File: config.mk
export PLATFORM = sky130hd
export DESIGN_NAME = clk_div_ratio_ctrl
export DESIGN_NICKNAME = d
export VERILOG_FILES = /design/src/rtl/clk_div_ratio_ctrl.sv
export SDC_FILE = /design/constraint.sdc
export NUM_CORES = 1
export LEC_CHECK = 0
export BUFFER_PORTS_ARGS = -buffer_cell sky130_fd_sc_hd__buf_2
export CAP_MARGIN = 20
export CORE_MARGIN = 2
export CORE_UTILIZATION = 56
export DETAILED_ROUTE_END_ITERATION = 6
export HOLD_SLACK_MARGIN = 0.02
export PLACE_DENSITY = 0.8
export SLEW_MARGIN = 30
export SYNTH_ARGS = -nofsm -noshare
export SYNTH_HDL_FRONTEND = slang
export SYNTH_SLANG_ARGS = --single-unit
File: constraint.sdc
create_clock -name clk -period 3.05 [get_ports clk]
set_input_delay 0.305 -clock clk [delete_from_list [all_inputs] [get_ports clk]]
set_output_delay 0.305 -clock clk [all_outputs]
set_load 0.005 [all_outputs]
File: src/rtl/clk_div_ratio_ctrl.sv
// clk_div_ratio_ctrl
// Runtime controller for a programmable integer clock divider. Owns the divide
// counter, produces a registered divided output and a per-period tick, and lets
// NREQ requesters change the ratio through req/ack with round-robin arbitration.
// New ratios take effect only at period boundaries (or immediately while the
// divider is stopped), so div_out never shows a runt period.
//
// Optional feature macro: CLKDIV_RATIO1_EN
//   defined   -> ratio 1 is legal (tick == enable, div_out == enable delayed)
//   undefined -> ratio 1 is rejected with err; RESET_RATIO must be >= 2
//
// state  | meaning
// -------+--------------------------------------------------------------
// S_IDLE | enable low; counter held at 0, div_out forced low
// S_RUN  | enable high, no change pending; arbiter may grant
// S_PEND | enable high, granted ratio latched, waiting for period boundary

module clk_div_ratio_ctrl #(
  parameter int W           = 8,
  parameter int NREQ        = 2,
  parameter int RESET_RATIO = 4
) (
  input  logic              clk,
  input  logic              rst,
  input  logic              enable,
  input  logic [NREQ-1:0]   req,
  input  logic [NREQ*W-1:0] req_ratio,
  output logic [NREQ-1:0]   ack,
  output logic [NREQ-1:0]   err,
  output logic              div_out,
  output logic              tick,
  output logic [W-1:0]      cur_ratio,
  output logic              busy
);

  localparam int             IW      = (NREQ > 1) ? $clog2(NREQ) : 1;
  localparam logic [IW-1:0]  RR_INIT = IW'(NREQ - 1);
  localparam logic [W-1:0]   RESET_R = W'(RESET_RATIO);

  if (NREQ < 2 || NREQ > 8) begin : g_bad_nreq
    $error("clk_div_ratio_ctrl: NREQ must be in 2..8");
  end
`ifdef CLKDIV_RATIO1_EN
  if (RESET_RATIO < 1 || RESET_RATIO > (2**W) - 1) begin : g_bad_reset_ratio
    $error("clk_div_ratio_ctrl: RESET_RATIO must be in 1..2^W-1");
  end
`else
  if (RESET_RATIO < 2 || RESET_RATIO > (2**W) - 1) begin : g_bad_reset_ratio
    $error("clk_div_ratio_ctrl: RESET_RATIO must be in 2..2^W-1");
  end
`endif

  typedef enum logic [1:0] {
    S_IDLE = 2'd0,
    S_RUN  = 2'd1,
    S_PEND = 2'd2
  } state_t;

  state_t          state_q, state_d;
  logic [W-1:0]    cnt_q;
  logic [W-1:0]    pend_ratio_q;
  logic [IW-1:0]   pend_idx_q;
  logic [IW-1:0]   rr_last_q;

  logic            arb_en;
  logic            gnt_any;
  logic [IW-1:0]   gnt_idx;
  logic [IW-1:0]   cand;
  logic [W-1:0]    gnt_ratio;
  logic            ratio_ok;
  logic            grant_ok;
  logic            grant_bad;
  logic            boundary;
  logic            apply_now;
  logic            apply_pend;
  logic [W:0]      half_r;

  // Round-robin arbiter: search starts just after the last granted index and
  // is suppressed while a change is pending or an ack is going out.
  always_comb begin
    arb_en  = (state_q != S_PEND) && (ack == '0);
    gnt_any = 1'b0;
    gnt_idx = '0;
    cand    = '0;
    for (int k = 1; k <= NREQ; k++) begin
      cand = IW'((int'(rr_last_q) + k) % NREQ);
      if (arb_en && !gnt_any && req[cand]) begin
        gnt_any = 1'b1;
        gnt_idx = cand;
      end
    end
  end

  // Ratio validation and change-application decode.
  always_comb begin
    gnt_ratio = req_ratio[int'(gnt_idx)*W +: W];
`ifdef CLKDIV_RATIO1_EN
    ratio_ok  = (gnt_ratio != '0);
`else
    ratio_ok  = (gnt_ratio > W'(1));
`endif
    grant_ok   = gnt_any && ratio_ok;
    grant_bad  = gnt_any && !ratio_ok;
    // A stopped divider has no period in flight, so that counts as a boundary.
    boundary   = !enable || tick;
    apply_now  = grant_ok && boundary;
    apply_pend = (state_q == S_PEND) && boundary;
    half_r     = ({1'b0, cur_ratio} + (W+1)'(1)) >> 1;
  end

  // State register.
  always_ff @(posedge clk) begin
    if (rst) state_q <= S_IDLE;
    else     state_q <= state_d;
  end

  // Next-state logic.
  always_comb begin
    state_d = state_q;
    if (!enable) begin
      state_d = S_IDLE;
    end else begin
      case (state_q)
        S_IDLE, S_RUN: state_d = (grant_ok && !tick) ? S_PEND : S_RUN;
        S_PEND:        state_d = tick ? S_RUN : S_PEND;
        default:       state_d = S_IDLE;
      endcase
    end
  end

  // Combinational outputs.
  always_comb begin
    busy = (state_q == S_PEND);
    tick = enable && (cnt_q == cur_ratio - W'(1));
  end

  // Counter, divided output, ratio register and handshake pulses.
  always_ff @(posedge clk) begin
    if (rst) begin
      cnt_q        <= '0;
      cur_ratio    <= RESET_R;
      div_out      <= 1'b0;
      ack          <= '0;
      err          <= '0;
      pend_ratio_q <= '0;
      pend_idx_q   <= '0;
      rr_last_q    <= RR_INIT;
    end else begin
      if (!enable || tick) cnt_q <= '0;
      else                 cnt_q <= cnt_q + W'(1);

      div_out <= enable && ({1'b0, cnt_q} < half_r);

      ack <= '0;
      err <= '0;

      if (gnt_any) rr_last_q <= gnt_idx;

      if (grant_bad) begin
        ack[gnt_idx] <= 1'b1;
        err[gnt_idx] <= 1'b1;
      end else if (apply_now) begin
        cur_ratio    <= gnt_ratio;
        ack[gnt_idx] <= 1'b1;
      end else if (grant_ok) begin
        pend_ratio_q <= gnt_ratio;
        pend_idx_q   <= gnt_idx;
      end

      if (apply_pend) begin
        cur_ratio       <= pend_ratio_q;
        ack[pend_idx_q] <= 1'b1;
      end
    end
  end

endmodule

==> flow_results.org <==
** Run status
- Outcome :: complete, no violations

** CTS
- Hold repair after CTS inserted 0 buffers.
- After clock tree synthesis, the clock-pin slew on the worst setup and hold paths is roughly 0.11 ns.
- Number of buffers inserted to repair setup after CTS :: 0
- Clk sink count :: 33
- Worst-skew pair later-pin latency :: 0.36 ns
- CTS tree :: built
- Number of levels the H-tree was split into :: 2
- Cell at the root of the clock tree :: sky130_fd_sc_hd__clkbuf_4
- Maximum clock insertion buffer count :: 2
- In this run, CTS created clock tree buffers numbering 5.
- In this run, post-CTS repair resized a total of 0 instances.

** Worst setup path
- For flop-to-flop paths, the worst setup slack is 0.36 ns.
- Type of destination of the critical path :: primary output
- For the worst setup path, the data required time is 2.74 ns.
- Type of origin of the critical path :: register
- Data arrives at the worst endpoint at 2.52 ns.
- Largest fanout of any net on the critical path :: 9
- Kind of critical path :: register to primary output

** Final layout
- In the final layout, the multi-input gates occupy between 1000 and 1500 um2.
- For this run, the share of the core covered by cells in the final layout is just under 70%.
- Register cell area after layout :: 660.6 um2
- Area Growth Syn to Fin :: 14.50%
- Cells with a size suffix above 1 make up 25.57% of the layout.
- The filler cells instantiated in the layout total 297.
- NumNets Final :: just under 300
- Antenna diodes :: 0

** Die
- The core region is 3416 um2.
- 36 I/O pins were placed.
- Row generation in the floorplan step produced 21 rows.
- Width of the die :: 64.18 um
- Die outline area :: roughly 4000 um2
- The floorplan step set the die height to between 60 and 70 um.
- The initial utilization of the core area, before any placement, comes to 59.38%.

** Global routing
- Aggregate global-route resource usage :: 23.96%
- The via count of the first global-routing pass came to approximately 1700.
- Number of antenna violations at the first check in global routing :: 0
- Overflow left after global routing :: 0
- Entering global routing, the biggest net connects 26 pins.
- The first global-routing pass estimated 7.583 mm of wire.

** Power
- Of the total power, combinational logic draws 28.5%.
- IR analysis of the VDD net gives a maximum drop of 0.2652 mV.
- In this run the power spent charging and discharging nets is approximately 390 uW.
- Sequential Power Share :: 41.8%
- Per report_power, the clock group accounts for approximately 30% of the total.
- Power spread over the standard cell area amounts to 521.9 nW/um2.
- Internal power comes to 819.1 uW.
- Sw Share :: about a third
- Cell leakage power :: 1.023 nW

** Hold path
- Hold crit path type :: input port to register

** Logic synthesis
- Yosys top cell by area :: sky130_fd_sc_hd__dfxtp_1
- Sequential cells were found to cover 32.57% of the synthesized design area.
- Number of enable flip-flop cells after synthesis :: 0
- The synthesized netlist occupies a cell area of a little over 2000 um2.
- After synthesis, the most frequently instantiated cells are sky130_fd_sc_hd__dfxtp_1, sky130_fd_sc_hd__nor2_1, sky130_fd_sc_hd__nand2_1.
- Top_reg_cell synth :: sky130_fd_sc_hd__dfxtp_1
- In this run the mean area of a mapped cell was 9.014 um2.
- Synthesis produced a netlist with a net count of about 260.
- Post-synthesis register bit count :: 33
- Yosys printed 0 warnings.
- Number of library cell types mapped by synthesis :: 47
- The most common cell in the synthesized netlist is sky130_fd_sc_hd__dfxtp_1.
- In the post-synthesis netlist, the biggest area contributors are sky130_fd_sc_hd__dfxtp_1, sky130_fd_sc_hd__ha_1, sky130_fd_sc_hd__mux2i_1.
- After synthesis, the share of flip-flops with an asynchronous set or reset is 0%.
- Of the post-synthesis cell area, the dominant cell type holds roughly a third.
- Post-synthesis cell count :: 225

** Routing
- Post-detailed-route wirelength per cell :: 14.13 um
- Number of DRC markers in iteration 0 :: 62
- The pre-antenna-repair detailed-routing pass consisted of 4 iterations.
- For this run, design rule violations remaining after detail routing come to 0.
- Number of vias in the routed layout :: approximately 1800
- After detailed routing, the total wire length is 4.353 mm.
- Count of antenna-violating nets left after detailed routing :: 0
- Dividing the detail-routed via count by the number of cells gives 5.685.

** STA
- Worst-margin pin slew :: 0.6786 ns
- Setup violations remaining at the end of the flow were counted as 0.
- Shortest clock period the worst path allows after layout :: 2.824 ns
- Period utilisation layout :: approximately 90%
- Maximum frequency from static timing analysis :: 354.2 MHz
- The hold violation total from the final report came to 0.
- Pins Over Slew Limit :: 0
- Measured against its own limit, the worst slew margin works out to 54.76%.
- Total negative setup slack :: 0 ns
- Setup repair after global routing missed its margin :: false
- On the final layout, the worst clock skew is 0.01297 ns.

** Run
- The tool flagged a number of max-cap violations equal to 0.

** Placed design
- Summed over all nets, the half-perimeter wirelength after detailed placement is 3.369 mm.
- At the end of routability-driven placement, the weighted congestion stood at 0.8877.
- Port bufs :: 35
-- final timing paths --
path | start | endpoint | cells after the start
setup / recovery | cur_ratio[0]$_SDFFE_PP0P_ | tick | 6
hold / removal | req_ratio[10] | err[1]$_SDFF_PP0_ | 4
setup reg to reg | cur_ratio[0]$_SDFFE_PP0P_ | pend_ratio_q[7]$_SDFFE_PP0P_ | 9
hold reg to reg | rr_last_q$_SDFFE_PP1P_ | rr_last_q$_SDFFE_PP1P_ | 1
-- metal layers --
metal	up-vias	global-route usage, %	share of wire, %
met2	39	41.02	49
li1	891	-	-
met3	6	8.099	4.1
met4	0	9.043	1.4
met5	-	0	0
met1	815	27.47	45
-- registers in the layout, indices dropped and copies added, names as in the netlist --
register	count
rr_last_q	1
ack	2
div_out	1
state_q	2
err	2
cnt_q	8
cur_ratio	8
pend_ratio_q	8
pend_idx_q	1
-- critical path, stage by stage, from the launching register on --
cell                        delay (ns)
sky130_fd_sc_hd__dfxtp_1          0.41
sky130_fd_sc_hd__or2_2            0.35
sky130_fd_sc_hd__or4_4            0.50
sky130_fd_sc_hd__a2111oi_4        0.39
sky130_fd_sc_hd__nand3_1          0.23
sky130_fd_sc_hd__nor2_1           0.15
sky130_fd_sc_hd__buf_2            0.13
-- kinds of logic after synthesis --
logic type               Yosys count  synth area share (%)
buffers and inverters             22                 5.613
multiplexers                       9                 4.442
flip-flops                        33                 32.57
adder cells (fa/ha/maj)           10                 6.169
AO/OA/AOI/OAI                     41                 19.68
XOR/XNOR                          20                 8.636
AND/OR/NAND/NOR                   90                 22.89
-- power groups by stage --
stage | Sequential [mW] | Clock, mW | Combinational [mW]
finish | 0.507 | 0.360 | 0.345
global route | 0.513 | 0.393 | 0.385
CTS | 0.506 | 0.362 | 0.346
detailed placement | 0.516 | 0 | 0.344
global placement | 0.515 | 0 | 0.334
floorplan | 0.508 | 0 | 0.263
-- layout make-up --
type	instances	share of cell area [%]
tap	46	2.478
multi-input combinational	170	53.99
clock inverter	2	1.616
inverter	9	1.455
sequential	33	28.45
clock buffer	6	2.209
timing repair buffer	42	9.806
-- metrics by stage --
| stage | cells | setup WS [ns] | area, um2 | hold slack (ns) | power (mW) |
|---|---|---|---|---|---|
| floorplan | 225 | 0.3192 | 2028 | 0.4354 | 0.7705 |
| global placement | 300 | 0.4625 | 2233 | 0.4458 | 0.8492 |
| detailed placement | 300 | 0.3764 | 2233 | 0.4551 | 0.8605 |
| CTS | 308 | 0.2143 | 2322 | 0.2205 | 1.215 |
| global route | 308 | 0.08068 | 2322 | 0.2215 | 1.291 |
| finish | 308 | 0.2265 | 2322 | 0.2170 | 1.212 |
-- placed cells by master (no fill, tap or decap), types with 2 or more instances in the layout --
master,synthesis,final
sky130_fd_sc_hd__a21oi_1,4,4
sky130_fd_sc_hd__nand2b_1,6,6
sky130_fd_sc_hd__xnor2_1,10,10
sky130_fd_sc_hd__mux2i_1,9,9
sky130_fd_sc_hd__nand3_1,10,10
sky130_fd_sc_hd__a31oi_1,2,2
sky130_fd_sc_hd__inv_1,9,9
sky130_fd_sc_hd__buf_2,1,35
sky130_fd_sc_hd__o21ai_0,2,2
sky130_fd_sc_hd__nand2_1,12,12
sky130_fd_sc_hd__nor2_1,24,24
sky130_fd_sc_hd__a211oi_2,7,7
sky130_fd_sc_hd__a221o_1,7,7
sky130_fd_sc_hd__clkbuf_4,0,5
sky130_fd_sc_hd__and3_1,5,5
sky130_fd_sc_hd__or2_2,3,3
sky130_fd_sc_hd__nand4_1,3,3
sky130_fd_sc_hd__buf_4,0,7
sky130_fd_sc_hd__nor4_1,10,10
sky130_fd_sc_hd__ha_1,10,10
sky130_fd_sc_hd__and4_1,2,2
sky130_fd_sc_hd__a21o_1,3,3
sky130_fd_sc_hd__xor2_1,10,10
sky130_fd_sc_hd__and2_1,2,2
sky130_fd_sc_hd__nor3_1,8,8
sky130_fd_sc_hd__dfxtp_1,33,33
sky130_fd_sc_hd__nor2b_1,2,2
Power figures use the tool's default switching activity.
